==> config.mk <==
export PLATFORM = sky130hd
export DESIGN_NAME = chacha_keystream_xor_flat
export DESIGN_NICKNAME = d
export VERILOG_FILES = /design/src/rtl/chacha_keystream_xor_if.sv /design/src/rtl/chacha_keystream_xor.sv /design/src/flat_wrapper.sv
export SDC_FILE = /design/constraint.sdc
export NUM_CORES = 2
export LEC_CHECK = 0
export ABC_AREA = 1
export CELL_PAD_IN_SITES_DETAIL_PLACEMENT = 1
export CELL_PAD_IN_SITES_GLOBAL_PLACEMENT = 1
export CORE_AREA = 5 5 582 584
export DETAILED_ROUTE_END_ITERATION = 8
export DIE_AREA = 0 0 587 589
export GPL_TIMING_DRIVEN = 0
export PLACE_DENSITY_LB_ADDON = 0.1
export SYNTH_ARGS = -nofsm -noshare
export SYNTH_HDL_FRONTEND = slang
export SYNTH_SLANG_ARGS = --single-unit
==> constraint.sdc <==
create_clock -name clk -period 5.49 [get_ports clk]
set_input_delay 0.549 -clock clk [delete_from_list [all_inputs] [get_ports clk]]
set_output_delay 0.549 -clock clk [all_outputs]
set_load 0.02 [all_outputs]
==> src/rtl/chacha_keystream_xor_if.sv <==
// Valid/ready word stream carrying 32-bit data with an end-of-message marker.
interface chacha_keystream_xor_if;
    logic        valid;
    logic        ready;
    logic [31:0] data;
    logic        last;

    modport master (output valid, output data, output last, input ready);
    modport slave  (input valid, input data, input last, output ready);
endinterface

==> src/rtl/chacha_keystream_xor.sv <==
// ChaCha20 block sequencer: builds core input states, adds the feed-forward and
// XORs the resulting keystream onto a plaintext word stream, block after block.
//
// state  | meaning
// IDLE   | waiting for start
// LOAD   | setRounds strobe, core input valid
// WAIT   | core running, input held, wait for blockready
// ADD    | feed-forward addition into keystream buffer
// STREAM | XOR keystream words onto plaintext beats
// DRAIN  | message ended, flush the output register
// ERR    | block counter exhausted, sticky overflow
module chacha_keystream_xor (
    input  logic                   clk,
    input  logic                   rst,
    input  logic                   start_i,
    input  logic [255:0]           key_i,
    input  logic [95:0]            nonce_i,
    input  logic [31:0]            init_counter_i,
    output logic [3:0][3:0][31:0]  chachamatrixIN_o,
    output logic                   setRounds_o,
    input  logic [3:0][3:0][31:0]  chachamatrixOUT_i,
    input  logic                   blockready_i,
    chacha_keystream_xor_if.slave  pt,
    chacha_keystream_xor_if.master ct,
    output logic                   busy_o,
    output logic                   ctr_overflow_o
);

    typedef enum logic [2:0] {
        S_IDLE, S_LOAD, S_WAIT, S_ADD, S_STREAM, S_DRAIN, S_ERR
    } state_t;

    state_t                 state_q;
    logic [3:0]             k_q;
    logic [31:0]            counter_q;
    logic [255:0]           key_q;
    logic [95:0]            nonce_q;
    logic [3:0][3:0][31:0]  init_q;
    logic [15:0][31:0]      ks_q;
    logic                   set_rounds_q;
    logic                   ct_valid_q;
    logic [31:0]            ct_data_q;
    logic                   ct_last_q;
    logic                   ctr_overflow_q;

    logic                   pt_ready;
    logic                   pt_hs;
    logic [31:0]            ct_data_d;
    logic [31:0]            counter_d;

    // Linear word n lives at matrix element [3-n/4][3-n%4].
    function automatic logic [3:0][3:0][31:0] build_state(input logic [255:0] key,
                                                          input logic [95:0]  nonce,
                                                          input logic [31:0]  ctr);
        logic [15:0][31:0] w;
        logic [3:0][3:0][31:0] m;
        w[0] = 32'h61707865;
        w[1] = 32'h3320646e;
        w[2] = 32'h79622d32;
        w[3] = 32'h6b206574;
        for (int i = 0; i < 8; i++) w[4+i] = key[32*i +: 32];
        w[12] = ctr;
        for (int j = 0; j < 3; j++) w[13+j] = nonce[32*j +: 32];
        for (int n = 0; n < 16; n++) m[3-n/4][3-n%4] = w[n];
        return m;
    endfunction

    assign pt_ready  = (state_q == S_STREAM) && (!ct_valid_q || ct.ready);
    assign pt_hs     = pt.valid && pt_ready;
    assign ct_data_d = pt.data ^ ks_q[k_q];
    assign counter_d = counter_q + 32'd1;

    always_ff @(posedge clk) begin
        if (rst) begin
            state_q        <= S_IDLE;
            k_q            <= '0;
            counter_q      <= '0;
            key_q          <= '0;
            nonce_q        <= '0;
            init_q         <= '0;
            ks_q           <= '0;
            set_rounds_q   <= 1'b0;
            ct_valid_q     <= 1'b0;
            ct_data_q      <= '0;
            ct_last_q      <= 1'b0;
            ctr_overflow_q <= 1'b0;
        end else begin
            set_rounds_q <= 1'b0;
            if (pt_hs) begin
                ct_valid_q <= 1'b1;
                ct_data_q  <= ct_data_d;
                ct_last_q  <= pt.last;
            end else if (ct.ready) begin
                ct_valid_q <= 1'b0;
            end

            case (state_q)
                S_IDLE, S_ERR: begin
                    // Restart from ERR only once the pending ct beat is gone.
                    if (start_i && (state_q == S_IDLE || !ct_valid_q)) begin
                        key_q          <= key_i;
                        nonce_q        <= nonce_i;
                        counter_q      <= init_counter_i;
                        init_q         <= build_state(key_i, nonce_i, init_counter_i);
                        ctr_overflow_q <= 1'b0;
                        set_rounds_q   <= 1'b1;
                        state_q        <= S_LOAD;
                    end
                end
                S_LOAD: state_q <= S_WAIT;
                S_WAIT: begin
                    if (blockready_i) begin
                        for (int n = 0; n < 16; n++) ks_q[n] <= chachamatrixOUT_i[3-n/4][3-n%4];
                        state_q <= S_ADD;
                    end
                end
                S_ADD: begin
                    for (int n = 0; n < 16; n++) ks_q[n] <= ks_q[n] + init_q[3-n/4][3-n%4];
                    k_q     <= 4'd0;
                    state_q <= S_STREAM;
                end
                S_STREAM: begin
                    if (pt_hs) begin
                        k_q <= k_q + 4'd1;
                        if (pt.last) begin
                            state_q <= S_DRAIN;
                        end else if (k_q == 4'd15) begin
                            if (counter_q == 32'hFFFF_FFFF) begin
                                ctr_overflow_q <= 1'b1;
                                state_q        <= S_ERR;
                            end else begin
                                counter_q    <= counter_d;
                                init_q       <= build_state(key_q, nonce_q, counter_d);
                                set_rounds_q <= 1'b1;
                                state_q      <= S_LOAD;
                            end
                        end
                    end
                end
                S_DRAIN: begin
                    if (!ct_valid_q || ct.ready) state_q <= S_IDLE;
                end
                default: state_q <= S_IDLE;
            endcase
        end
    end

    assign chachamatrixIN_o = init_q;
    assign setRounds_o      = set_rounds_q;
    assign pt.ready         = pt_ready;
    assign ct.valid         = ct_valid_q;
    assign ct.data          = ct_data_q;
    assign ct.last          = ct_last_q;
    assign busy_o           = (state_q != S_IDLE);
    assign ctr_overflow_o   = ctr_overflow_q;

endmodule
==> src/flat_wrapper.sv <==
// flat-port wrapper written by rule: the top's interface ports become plain ports
module chacha_keystream_xor_flat 
  (clk, rst, start_i, key_i, nonce_i, init_counter_i, chachamatrixIN_o, setRounds_o, chachamatrixOUT_i, blockready_i, busy_o, ctr_overflow_o, pt_valid, pt_data, pt_last, pt_ready, ct_valid, ct_data, ct_last, ct_ready);
  chacha_keystream_xor_if pt_i ();
  chacha_keystream_xor_if ct_i ();
  input  logic clk;
  input  logic rst;
  input  logic start_i;
  input  logic [255:0] key_i;
  input  logic [95:0] nonce_i;
  input  logic [31:0] init_counter_i;
  output logic [3:0][3:0][31:0] chachamatrixIN_o;
  output logic setRounds_o;
  input  logic [3:0][3:0][31:0] chachamatrixOUT_i;
  input  logic blockready_i;
  output logic busy_o;
  output logic ctr_overflow_o;
  input wire logic [$bits(pt_i.valid)-1:0] pt_valid;
  input wire logic [$bits(pt_i.data)-1:0] pt_data;
  input wire logic [$bits(pt_i.last)-1:0] pt_last;
  output wire logic [$bits(pt_i.ready)-1:0] pt_ready;
  output wire logic [$bits(ct_i.valid)-1:0] ct_valid;
  output wire logic [$bits(ct_i.data)-1:0] ct_data;
  output wire logic [$bits(ct_i.last)-1:0] ct_last;
  input wire logic [$bits(ct_i.ready)-1:0] ct_ready;
  assign pt_i.valid = pt_valid;
  assign pt_i.data = pt_data;
  assign pt_i.last = pt_last;
  assign pt_ready = pt_i.ready;
  assign ct_valid = ct_i.valid;
  assign ct_data = ct_i.data;
  assign ct_last = ct_i.last;
  assign ct_i.ready = ct_ready;
  chacha_keystream_xor u_core (.clk(clk), .rst(rst), .start_i(start_i), .key_i(key_i), .nonce_i(nonce_i), .init_counter_i(init_counter_i), .chachamatrixIN_o(chachamatrixIN_o), .setRounds_o(setRounds_o), .chachamatrixOUT_i(chachamatrixOUT_i), .blockready_i(blockready_i), .pt(pt_i), .ct(ct_i), .busy_o(busy_o), .ctr_overflow_o(ctr_overflow_o));
endmodule
[Word-level counts from Yosys, hierarchy flattened]
Cells that the tools add are included.
Cells by class
  add/sub/neg operators: 18
  magnitude comparators: 1
  equal/unequal tests: 17
  mux-type cells: 40
  bitwise logic cells: 1
  reductions and logical operators: 19
Operators with widths (count)
  $mux 512: 6
  $pmux 512 s2: 2
  $add 32x32->32: 16
  $mux 32: 6
  $bmux 32 s4: 1
  $pmux 32 s2: 1
  $add 32x1->32 const B: 1
  $eq 32x32->1 const B: 1
  $xor 32x32->32: 1
  $mux 3: 7
  $pmux 3 s6: 1
  $mux 1: 12
  $reduce_and 6->1: 2
  $ne 2x2->1 const B: 5
  $eq 3x3->1 const B: 3
  $pmux 4 s2: 1
  $reduce_bool 2->1: 4
  $eq 3x2->1 const B: 2
  $ne 2x1->1 const B: 3
  $reduce_and 2->1: 3
  $lt 4x5->1 const B: 1
  $reduce_and 5->1: 1
  $add 4x1->4 const B: 1
  $eq 4x4->1 const B: 1
  other kinds (10): 14
Storage, ports and cells
  bits in registers: 1451
  input port bits: 935
  output and inout bits: 550
  logic and storage cells: 138

[Longest topological paths before layout]
  depth after elaboration: 6
  depth in mapped cells: 15
  depth with buffers taken out: 15

[Least setup slack after synthesis]
Ideal clock, no wire load.
  path kind: flip-flop to flip-flop
  from: reg, netlist name u_core.chachamatrixIN_o[476]
  to: reg u_core.ks_q[49] (netlist name)
  library setup time: 115 ps
  arrival: 4211 ps
  data required time: 5375 ps
  path slack: 1164 ps
  cell stages (with the launch flop): 13
  buffers on the path: 0
  clock period less this slack: 4326 ps
  cell sequence: dfxtp_1 ha_1 fa_1 nand2_1 nand2_1 nand2_1 o21ai_0 nand2_1 nand2_1 nand2_1 xor2_1 o21ai_0 inv_1
RTL lines
  to (signal assigned): line chacha_keystream_xor.sv:81  | ks_q <= '0;
  to (decl): line chacha_keystream_xor.sv:39  | logic [15:0][31:0] ks_q;

[Worst setup path in the final report]
  from: reg u_core.k_q[0]
  to: reg u_core.init_q (netlist bit u_core.chachamatrixIN_o[0])
On the way
  word-level cells in the longest chain between the ends: 3
Ends and longest elaborated chain
  from (decl): line chacha_keystream_xor.sv:34  | logic [3:0] k_q;
  from (signal assigned): line chacha_keystream_xor.sv:124  | k_q <= k_q + 4'd1;
  $eq 4x4->1: line chacha_keystream_xor.sv:127  | end else if (k_q == 4'd15) begin
  $ne 2x2->1 (no line)
  $reduce_and 6->1 (no line)
  to (signal assigned): line chacha_keystream_xor.sv:104  | init_q <= build_state(key_i, nonce_i, init_counter_i);
  to (signal assigned): line chacha_keystream_xor.sv:133  | init_q <= build_state(key_q, nonce_q, counter_d);
  to (decl): line chacha_keystream_xor.sv:38  | logic [3:0][3:0][31:0] init_q;
Every way passes these cells.
A chain may end at the register's enable or synchronous reset.

==> reports/qor.json <==
{
  "number_of_setup_buffers_added_after_cts": 0,
  "pre_cts_slack_ps": 445,
  "fin_skew_ps": 60.0,
  "finalHoldViolations": 0,
  "multi_input_area_um2": 54000,
  "die_area_um2": 346000,
  "num_vias": 119000,
  "routedWlPerCell_um": 36.2,
  "maxSlewViolCount": 414,
  "min_period_over_period_pct": 96.3,
  "first_iter_violations": 15000,
  "setup.worst_path.class": "reg -> reg",
  "layout.cells.non_filler": 21300,
  "synth_top_flop_cell": "dfxtp_1",
  "placer_congestion_estimate": 1.05,
  "total_number_of_h_tree_levels": 4,
  "die_y_um": 589,
  "setup_tns_ps": 0,
  "synthDominantAreaCellType": "dfxtp_1",
  "grt_setup_unrepaired": "no",
  "maximum_number_of_pins_on_one_net_before_global_route_repair": 75,
  "end_kind": "register",
  "clock_tree_from_tritoncts": "built",
  "most-common-layout-cells": "nand2_1, inv_1, a21oi_1",
  "globalRouteTotalUtil_pct": 42.3,
  "synth_enable_flop_cells": 0,
  "ys_types": 54,
  "vdd.ir_drop.worst_v": 0.000416,
  "route.final.wire_length_um": 771000,
  "worst-slew-pin-transition_ps": 1720,
  "source_to_sink_clock_delay_at_the_later_pin_of_the_worst_skew_pair_ps": 920,
  "cap_violations": 42,
  "drive_gt1_share_pct": 5.00,
  "grt.overflow.total": 0,
  "synth.yosys.warnings": 0,
  "yosysSeqAreaShare_pct": 28.3,
  "p_per_area_nw_per_um2": 577,
  "finalNetCount": 18000,
  "setup-violations-final": 0,
  "final.fill_count": 43000,
  "synth_top_cell_area_share_pct": 28.3,
  "required_ps": 6230,
  "proportion_of_register_bits_with_asynchronous_set_or_reset_after_synthesis_pct": 0,
  "clock_sink_count": 1292,
  "grt_pass1_wl_um": 1000000,
  "placed_cells": 20900,
  "antenna_found_initial": 201,
  "critical_path_peak_fanout": 10,
  "postRouteAntennaNets": 0,
  "leakage_nw": 54.8,
  "drcViolationCount": 0,
  "kind_of_start_point_of_the_critical_path": "register",
  "report.power.total_mw": 68.5,
  "synth.cell_area_um2": 91400,
  "drtPass1Iterations": 8,
  "clk_root_buffer_cell": "clkbuf_16",
  "maximum_frequency_from_static_timing_analysis_ghz": 0.189,
  "clk_pin_slew_worst_paths_ps": 60,
  "failed_checks": "max-capacitance violations, max-slew violations",
  "timing.final.ws_setup_ps": 205,
  "cts_hold_buf": 0,
  "die_x_um": 587,
  "worst_ep_arrival_time_ps": 6020,
  "placeableCoreArea_um2": 333000,
  "finish.utilization_pct": 35.7,
  "cts_repair_resize_count": 0,
  "outcome": "finished, violations left",
  "maxSlewHeadroom_pct": -14.6,
  "first_global_vias": 112000,
  "io_buffers": 1412,
  "hpwlAfterDp_um": 636000,
  "netlist_top_cells_area": "dfxtp_1, nand2_1, a21oi_1",
  "clockBufferDepth": 4,
  "final_common_cell": "nand2_1",
  "start_util_pct": 27.5,
  "postSynthRegisterBits": 1292,
  "routed_via_density": 5.57,
  "hold_removal_path_class": "in -> reg",
  "area_growth_syn_to_layout_pct": 30.0,
  "numCtsBuffers": 178,
  "floorplan.io_pins": 1485,
  "final.min_clock_period_ps": 5280,
  "cell_count_after_synthesis": 15000,
  "post_synth.cell_area_avg_um2": 6.11,
  "core.rowCount": 212,
  "seqCellArea_um2": 25900
}
layer usage:
| metal | vias up | global-route usage [%] | share of wire (%) |
|---|---|---|---|
| met2 | 6555 | 63.4 | 42 |
| met3 | 1473 | 11.4 | 10 |
| met5 | - | 0 | 0.043 |
| met4 | 52 | 26.2 | 7.5 |
| met1 | 58400 | 53.9 | 41 |
| li1 | 52100 | - | - |
cells by family after synthesis:
group / share of synthesized area (%)
multiplexers: 2.54
flip-flops: 28.3
XOR/XNOR: 0.766
adder cells (fa/ha/maj): 6.21
buffers and inverters: 13.0
AND/OR/NAND/NOR: 27.8
AO/OA/AOI/OAI: 21.5
other: 0.00410
critical path, cell delays in order (launching register included):
cell     delay, ps
dfxtp_1        650
ha_1           300
nand3_1        430
nand2_1        230
o21ai_0        130
nor2_2         160
nand2_2        630
nand2_4        570
buf_6          350
buf_2          710
buf_2          750
a21oi_1        140
cell usage after synthesis, types with 11 or more instances:
cell type,number
o211ai_1,183
dfxtp_1,1292
o21ai_1,71
a31o_2,13
a21oi_1,1606
nor3_1,177
xnor2_1,34
nand4_1,63
o21a_1,12
buf_1,45
buf_2,164
clkbuf_1,484
o21bai_1,77
ha_1,433
nand2_1,3885
nand3b_1,32
or2_2,45
nand3_1,917
and2_1,13
a211oi_1,47
a31oi_1,93
fa_1,13
xor2_1,46
inv_1,2139
mux2i_1,232
buf_4,129
nor2_1,1099
o311ai_0,21
o221ai_1,17
o22ai_1,11
o21ai_0,1484
registers in the layout, summed over array words and instances, names as in the netlist, 3 cells and up:
register / cells
u_core.k_q: 4
u_core.ct.data: 32
u_core.key_q: 256
u_core.ks_q: 512
u_core.nonce_q: 96
u_core.state_q: 3
u_core.chachamatrixIN_o: 385
layout make-up:
type	count	share of cell area [%]
Timing Repair Buffer	1458	12.8
Inverter	2149	6.79
Tap cell	4387	4.62
Sequential cell	1292	21.8
Clock buffer	258	4.34
Clock inverter	64	0.750
Multi-Input combinational cell	10800	45.4
Buffer	823	3.33
Antenna cell	107	0.225
power breakdown:
part           leakage [nW]  switching (mW)  internal [mW]
Sequential             10.6            4.89           12.8
Combinational          41.2            27.2           11.0
Clock                  2.96            5.37           7.30
per-stage QoR:
stage / hold WS, ps / cell area, um2
final: 223 / 119000
after global routing: 210 / 119000
after CTS: 176 / 119000
after detailed placement: 446 / 113000
after global placement: 439 / 111000
after floorplan: 430 / 91700
final timing paths:
kind,start,endpoint,slack [ps],cells after the start
worst max-delay path,u_core.k_q[0],u_core.chachamatrixIN_o[0],210,11
worst max register to register,u_core.k_q[0],u_core.chachamatrixIN_o[0],210,11
worst min register to register,u_core.key_q[248],u_core.key_q[248],450,2
worst min-delay path,key_i[104],u_core.key_q[104],220,3
Power figures use the tool's default switching activity.
